--- src/rtl/nw_vc_pkg.sv ---
// nw_vc_pkg: shared VC state type and small helpers for the free-VC pool
package nw_vc_pkg;
    typedef enum logic [1:0] {FREE, ALLOCATED, DRAINING} vc_state_t;
    function automatic int popcount(input logic [31:0] v);
        int n;
        n = 0;
        for (int b = 0; b < 32; b++) n += int'(v[b]);
        return n;
    endfunction
    function automatic int class_of(input int vc, input int num_vcs, input int num_classes);
        return vc / (num_vcs / num_classes);
    endfunction
endpackage

--- src/rtl/vc_credit_ctr.sv ---
// vc_credit_ctr: saturating downstream credit counter, loaded to buf_depth on reset
module vc_credit_ctr #(
    parameter int buf_depth = 4
) (
    input  logic                             clk,
    input  logic                             rst,
    input  logic                             inc,
    input  logic                             dec,
    output logic [$clog2(buf_depth+1)-1:0]   count,
    output logic                             full,
    output logic                             err
);
    localparam int cw = $clog2(buf_depth + 1);
    localparam logic [cw-1:0] max_c = cw'(buf_depth);
    logic [cw-1:0] count_q, count_d;
    always_comb begin
        err = (inc && !dec && count_q == max_c) || (dec && !inc && count_q == '0);
        count_d = err ? count_q : (inc && !dec) ? count_q + cw'(1) : (dec && !inc) ? count_q - cw'(1) : count_q;
    end
    always_ff @(posedge clk) count_q <= rst ? max_c : count_d;
    assign count = count_q;
    assign full = count_q == max_c;
endmodule

--- src/rtl/vc_class_free_pool.sv ---
// vc_class_free_pool: per-output-port VC free tracker with credit-gated drain and per-class free counts
module vc_class_free_pool
    import nw_vc_pkg::*;
#(
    parameter int num_vcs          = 4,
    parameter int num_classes      = 2,
    parameter int buf_depth        = 4,
    parameter bit alloc_when_empty = 1'b1
) (
    input  logic                                                  clk,
    input  logic                                                  rst,
    input  logic [num_vcs-1:0]                                    vc_allocated,
    input  logic                                                  flit_valid,
    input  logic [$clog2(num_vcs)-1:0]                            flit_vc,
    input  logic                                                  flit_tail,
    input  logic                                                  credit_valid,
    input  logic [$clog2(num_vcs)-1:0]                            credit_vc,
    output logic [num_vcs-1:0]                                    vc_free,
    output logic [num_classes*$clog2(num_vcs/num_classes+1)-1:0]  class_free_count,
    output logic [num_vcs*$clog2(buf_depth+1)-1:0]                vc_credits,
    output logic [2:0]                                            err
);
    localparam int vw  = $clog2(num_vcs);
    localparam int vpc = num_vcs / num_classes;
    localparam int fw  = $clog2(vpc + 1);
    localparam int cw  = $clog2(buf_depth + 1);
    vc_state_t state_q [num_vcs];
    vc_state_t state_d [num_vcs];
    logic [2:0] err_q, err_d;
    logic [num_vcs-1:0] inc, dec, tail, full, cerr;
    for (genvar i = 0; i < num_vcs; i++) begin : g_vc
        assign inc[i]  = credit_valid && credit_vc == vw'(i);
        assign dec[i]  = flit_valid && flit_vc == vw'(i);
        assign tail[i] = dec[i] && flit_tail;
        vc_credit_ctr #(.buf_depth(buf_depth)) u_ctr (
            .clk   (clk),
            .rst   (rst),
            .inc   (inc[i]),
            .dec   (dec[i]),
            .count (vc_credits[i*cw +: cw]),
            .full  (full[i]),
            .err   (cerr[i])
        );
    end
    // Drain completion looks at the registered count, so a credit lands one cycle before release.
    always_comb begin
        err_d = err_q | {|cerr, 2'b00};
        for (int v = 0; v < num_vcs; v++) begin
            state_d[v] = state_q[v];
            if (vc_allocated[v]) begin
                if (state_q[v] == FREE) state_d[v] = ALLOCATED;
                else err_d[0] = 1'b1;
            end
            if (tail[v]) begin
                if (state_q[v] == ALLOCATED) state_d[v] = alloc_when_empty ? DRAINING : FREE;
                else err_d[1] = 1'b1;
            end
            if (state_q[v] == DRAINING && full[v]) state_d[v] = FREE;
        end
    end
    always_ff @(posedge clk) begin
        for (int v = 0; v < num_vcs; v++) state_q[v] <= rst ? FREE : state_d[v];
        err_q <= rst ? 3'b000 : err_d;
    end
    always_comb begin
        for (int v = 0; v < num_vcs; v++) vc_free[v] = state_q[v] == FREE;
    end
    always_comb begin
        for (int c = 0; c < num_classes; c++) class_free_count[c*fw +: fw] = fw'(popcount(32'(vc_free[c*vpc +: vpc])));
    end
    assign err = err_q;
endmodule

--- config.mk ---
export PLATFORM = sky130hd
export DESIGN_NAME = vc_class_free_pool
export DESIGN_NICKNAME = d
export VERILOG_FILES = /design/src/rtl/nw_vc_pkg.sv /design/src/rtl/vc_credit_ctr.sv /design/src/rtl/vc_class_free_pool.sv
export SDC_FILE = /design/constraint.sdc
export NUM_CORES = 1
export LEC_CHECK = 0
export CAP_MARGIN = 20
export CELL_PAD_IN_SITES_DETAIL_PLACEMENT = 1
export CELL_PAD_IN_SITES_GLOBAL_PLACEMENT = 2
export CORE_MARGIN = 4
export CORE_UTILIZATION = 31
export DETAILED_ROUTE_END_ITERATION = 16
export PLACE_DENSITY_LB_ADDON = 0.1
export SYNTH_ARGS = -nofsm -noshare
export SYNTH_HDL_FRONTEND = slang
export SYNTH_SLANG_ARGS = --single-unit
export TNS_END_PERCENT = 5
--- constraint.sdc ---
create_clock -name clk -period 4.2 [get_ports clk]
set_input_delay 0.42 -clock clk [delete_from_list [all_inputs] [get_ports clk]]
set_output_delay 0.42 -clock clk [all_outputs]
set_load 0.01 [all_outputs]
Yosys cells after proc, flatten, opt, wreduce, memory -nomap -nowiden. Memories as Yosys holds them, arrays and structs flattened. Cells that the tools add are included. W data, S select, Z words.

Memories: 1. Input port bits: 13. Output and inout port bits: 23. RAM bits: 8. Register bits: 15.

Multiplexer cells: 48. Reductions and logical operators: 63. Bitwise operators: 5. Add/sub/neg operators: 10. Eq/ne operators: 18.

Memories: state_q (depth 4, width 2, read ports 4, clocked after Yosys merged registers in 0, wr ports 4, line vc_class_free_pool.sv:27) `vc_state_t state_q [num_vcs];`.

Operators by type and width (count): $mux W2 (24); $logic_and A1 B1 Y1 (32); $mux W3 (8); $eq A2 B2 Y1 const B (8); $mux W1 (16); $add A3 B1 Y3 const B (4); $eq A2 B1 Y1 const B (6); $eq A3 B3 Y1 const B (4); $logic_not A2 Y1 (6); $logic_not A3 Y1 (4); $sub A3 B1 Y3 const B (4); $logic_not A1 Y1 (8); $reduce_and A2 Y1 (4); $reduce_bool A2 Y1 (4); $add A1 B1 Y2 (2); $logic_or A1 B1 Y1 (4); $not A1 Y1 (4); $reduce_or A4 Y1 (1); $or A3 B3 Y3 (1).

Longest topological paths before layout.
Depth in word-level cells: 16. Gate-level depth with buffers: 8. Gate-level depth less buffers: 8.

By module. From an unflattened synthesis, not the netlist that was laid out.

Cells, all modules: 179. Area, all modules: 1490.2 µm².

Modules (own cells, without submodules): vc_credit_ctr (cells each 25, area an instance 219.0 µm², instances 4); vc_class_free_pool (cells each 79, area an instance 614.3 µm², instances 1).

Worst setup path after synthesis. OpenSTA, ideal clock, no wires.

Path kind: input to register. Start: in credit_vc[1]. End: reg g_vc[0].u_ctr.count_q[2]. Stages: 7. Slack: 2285 ps. Data arrival time: 1843 ps. Path through: nor3b_1 > ha_1 > inv_1 > fa_1 > xor2_1 > a211oi_2 > mux2i_1.

Cells in the longest elaborated chain, start to end: 8. Elaborated cells between the ends (all ways): 12. Classes of those cells: 1 x mux; 1 x bitwise; 10 x reduce/logical.

RTL lines: start: declaration (line vc_class_free_pool.sv:17) `input logic [$clog2(num_vcs)-1:0] credit_vc,`; $logic_not A2 Y1 * (line vc_class_free_pool.sv:32) `assign inc[i] = credit_valid && credit_vc == vw'(i);`; $logic_and A1 B1 Y1 * (line vc_class_free_pool.sv:32); $logic_not A1 Y1 (line vc_credit_ctr.sv:17, vc_credit_ctr.sv:18); $logic_and A1 B1 Y1 (line vc_credit_ctr.sv:17, vc_credit_ctr.sv:18); $logic_and A1 B1 Y1 (line vc_credit_ctr.sv:17) `err = (inc && !dec && count_q == max_c) || (dec && !inc && count_q == '0);`; $logic_or A1 B1 Y1 (line vc_credit_ctr.sv:17); $not A1 Y1 (no line); $reduce_and A2 Y1 (no line); end signal: assignment (line vc_credit_ctr.sv:20) `always_ff @(posedge clk) count_q <= rst ? max_c : count_d;`; end: declaration (line vc_credit_ctr.sv:15) `logic [cw-1:0] count_q, count_d;`.

Every way passes the cells marked *; elsewhere a longest branch is shown, timed or not. A chain may end at the register's enable or synchronous reset.

Final worst setup path.
Start: in credit_valid. End: reg g_vc[0].u_ctr.count_q[2].

Cells in the longest elaborated chain, start to end: 7. Elaborated cells between the ends (all ways): 11. Classes of those cells: 1 x mux; 1 x bitwise; 9 x reduce/logical.

RTL lines: start: declaration (line vc_class_free_pool.sv:16) `input logic credit_valid,`; $logic_and A1 B1 Y1 * (line vc_class_free_pool.sv:32); $logic_not A1 Y1 (line vc_credit_ctr.sv:17, vc_credit_ctr.sv:18); $logic_and A1 B1 Y1 (line vc_credit_ctr.sv:17, vc_credit_ctr.sv:18); $logic_and A1 B1 Y1 (line vc_credit_ctr.sv:17); $logic_or A1 B1 Y1 (line vc_credit_ctr.sv:17); $not A1 Y1 (no line); $reduce_and A2 Y1 (no line).

Marks and branches as above.

==> impl_metrics.json <==
{
  "muxShareOfSynthArea_pct": 6.59,
  "io_pins": 36,
  "holdWs_ps": 533,
  "post-cts-setup-buffers": 0,
  "worstHoldPathType": "register to register",
  "synth_edf_count": 0,
  "yosysWarnings": 0,
  "viasPerCell": 4.81,
  "maxSlewHeadroom_pct": 41.4,
  "synth_compound_area_share_pct": 23.9,
  "diodes": 0,
  "grt_overflow": 0,
  "post_drt_wl_per_cell_um": 14.3,
  "die_h_um": 78,
  "clock_skew_ps": 3.13,
  "syn_area_mm2": 0.00152,
  "worst_pin_slew_ps": 877,
  "synth_xor_area_share_pct": 2.31,
  "numCtsBuffers": 3,
  "setup_viol": 0,
  "grt_max_degree": 24,
  "clock_path_buffers": 2,
  "crit_path_max_fanout": 4,
  "die-area_mm2": 0.00608,
  "portBuffers": 35,
  "syn_avg_cell_area_um2": 8.83,
  "drt_iter0_drc": 31,
  "synth_top_family_by_area": "compound AO/OA/AOI/OAI gates",
  "cts-root-buf": "clkbuf_8",
  "end_kind": "register",
  "grt_pass1_vias": 1445,
  "status": "complete, no violations",
  "syn_inst": 172,
  "async_flop_share_pct": 0,
  "crit_family": "adder cells",
  "power_per_cell_area_mw_per_mm2": 303,
  "cts_resized": 0,
  "drive_gt1_share_pct": 8.13,
  "post-route-period-util_pct": 56.7,
  "cts_hold_buffers": 0,
  "ys_types": 33,
  "core_area_mm2": 0.00472,
  "row_count": 25,
  "slowest_delay_ps": 510,
  "cts_tree": "built",
  "fin_nets": 237,
  "leakagePower_nw": 0.831,
  "startpoint_type": "primary input",
  "worst-path-buf-inv": 2,
  "crit_type": "primary input to register",
  "grt_use_total_pct": 14.0,
  "ys_ff_latch": 23,
  "slowest_stage": "clkdlybuf4s50_1",
  "syn-num-nets": 199,
  "clk_latency_ps": 270,
  "cp_data_required_time_ps": 4400,
  "firstDrtPassIters": 6,
  "synthSimpleGateAreaFrac_pct": 17.1,
  "arrival_ps": 2580,
  "layout_setup_ws_ps": 1820,
  "antenna_found_initial": 0,
  "start_util_pct": 32.2,
  "synth_flop_cell": "dfxtp_1",
  "placed_area_mm2": 0.00194,
  "grt_pass1_wl_mm": 6.90,
  "ys_top_cells_by_count": "23 x dfxtp_1, 23 x inv_1, 18 x nor2_1",
  "drc": 0,
  "rsz0062_at_grt": "false",
  "die_w_um": 78,
  "pre_cts_ws_ps": 1530,
  "cap_violations": 0,
  "post-route-util_pct": 42.1,
  "synthTopCellsByArea": "dfxtp_1 30%, ha_1 8.2%, inv_1 5.7%, fa_1 5.3%, a21oi_1 4.9%",
  "final_area_mm2": 0.00199,
  "synth_top_area_share_pct": 30.3,
  "slew_viol_final": 0,
  "tns_ps": 0,
  "postRouteAntennaNets": 0,
  "fmax_ghz": 0.420,
  "h-tree-depth": 1,
  "wl_mm": 3.94,
  "synth-seq-area-share_pct": 30.3,
  "synth-adder-area-share_pct": 13.5,
  "max-vdd-ir-drop_uv": 110,
  "clkSinkCount": 23,
  "hold_viol": 0,
  "dp.final_hpwl_mm": 3.11,
  "clk_pin_slew_ps": 90,
  "period_needed_ps": 2380,
  "fill_cells": 553,
  "gp_congestion": 0.706,
  "yosys.area.top_type": "dfxtp_1",
  "path_cells": "clkdlybuf4s50_1, nor3b_1, ha_1, inv_1, fa_1, xor2_1, a211oi_2, mux2i_1",
  "vias": 1327,
  "area_growth_syn_to_layout_pct": 30.9
}
-- path summary, 6_finish.rpt --
| kind | to | slack [ps] | cells after the start | from |
|---|---|---|---|---|
| setup / recovery | g_vc[0].u_ctr.count[2]$_SDFFE_PP1P_ | 1820 | 8 | credit_valid |
| hold / removal | g_vc[3].u_ctr.count[0]$_SDFFE_PP0P_ | 530 | 2 | g_vc[3].u_ctr.count[0]$_SDFFE_PP0P_ |
| setup reg to reg | g_vc[2].u_ctr.count[2]$_SDFFE_PP1P_ | 2690 | 4 | g_vc[2].u_ctr.count[0]$_SDFFE_PP0P_ |
| hold reg to reg | g_vc[3].u_ctr.count[0]$_SDFFE_PP0P_ | 530 | 2 | g_vc[3].u_ctr.count[0]$_SDFFE_PP0P_ |
-- layout make-up --
class,instances,area (µm²),share of cell area [%]
clock buffers,4,45.0,2.27
repair buffers,35,350,17.6
inverters,23,86.3,4.34
well taps,67,83.8,4.22
flip-flops and latches,23,460,23.2
multi-input cells,124,962,48.4
-- layout by cell type (no fill, tap or decap), types with 3 or more instances in the layout --
master and count:
a211o_1 4, and2_1 4, a41o_1 4, o21ai_0 7, inv_1 23, clkdlybuf4s50_1 35, clkbuf_8 3, dfxtp_1 23
a21oi_1 15, nand2_1 10, a21o_1 3, a211oi_2 4, xor2_1 4, o21ba_2 4, fa_1 4, nor2b_1 4
nor2_1 18, a211oi_1 4, ha_1 10, mux2i_1 4, mux2_4 4
-- logic make-up (layout without fill, tap and decap cells) --
logic type | after synthesis | in the layout
AO/OA/AOI/OAI | 49 | 49
XOR/XNOR | 4 | 4
adder cells (fa/ha/maj) | 14 | 14
buffers and inverters | 25 | 62
flip-flops | 23 | 23
multiplexers | 8 | 8
AND/OR/NAND/NOR | 49 | 49
-- report_power, final --
part / total (mW) / switching, mW / internal [mW]
Clock: 0.145 / 0.0773 / 0.0678
Sequential: 0.262 / 0.0245 / 0.238
Combinational: 0.194 / 0.0907 / 0.104
-- per-layer routing --
metal  wire (µm)  up-vias  GRT usage (%)
li1            -      674              -
met2        1900       24           24.3
met3         117        2           2.55
met1        1900      627           17.7
met5           0        -              0
met4          25        0           3.67
-- per-stage QoR --
stage,power (mW),cells
after floorplan,0.372,172
after global placement,0.456,272
after detailed placement,0.465,272
after CTS,0.613,276
after global routing,0.644,276
final,0.602,276
-- worst reg2reg max path, delay by kind of cell (launching register included) --
kind | cells | cell delay (ps)
adder cells (fa/ha/maj) | 1 | 440
AO/OA/AOI/OAI | 1 | 230
flip-flops | 1 | 370
multiplexers | 1 | 240
XOR/XNOR | 1 | 160
Note: power is estimated with default switching activity, not from simulation.
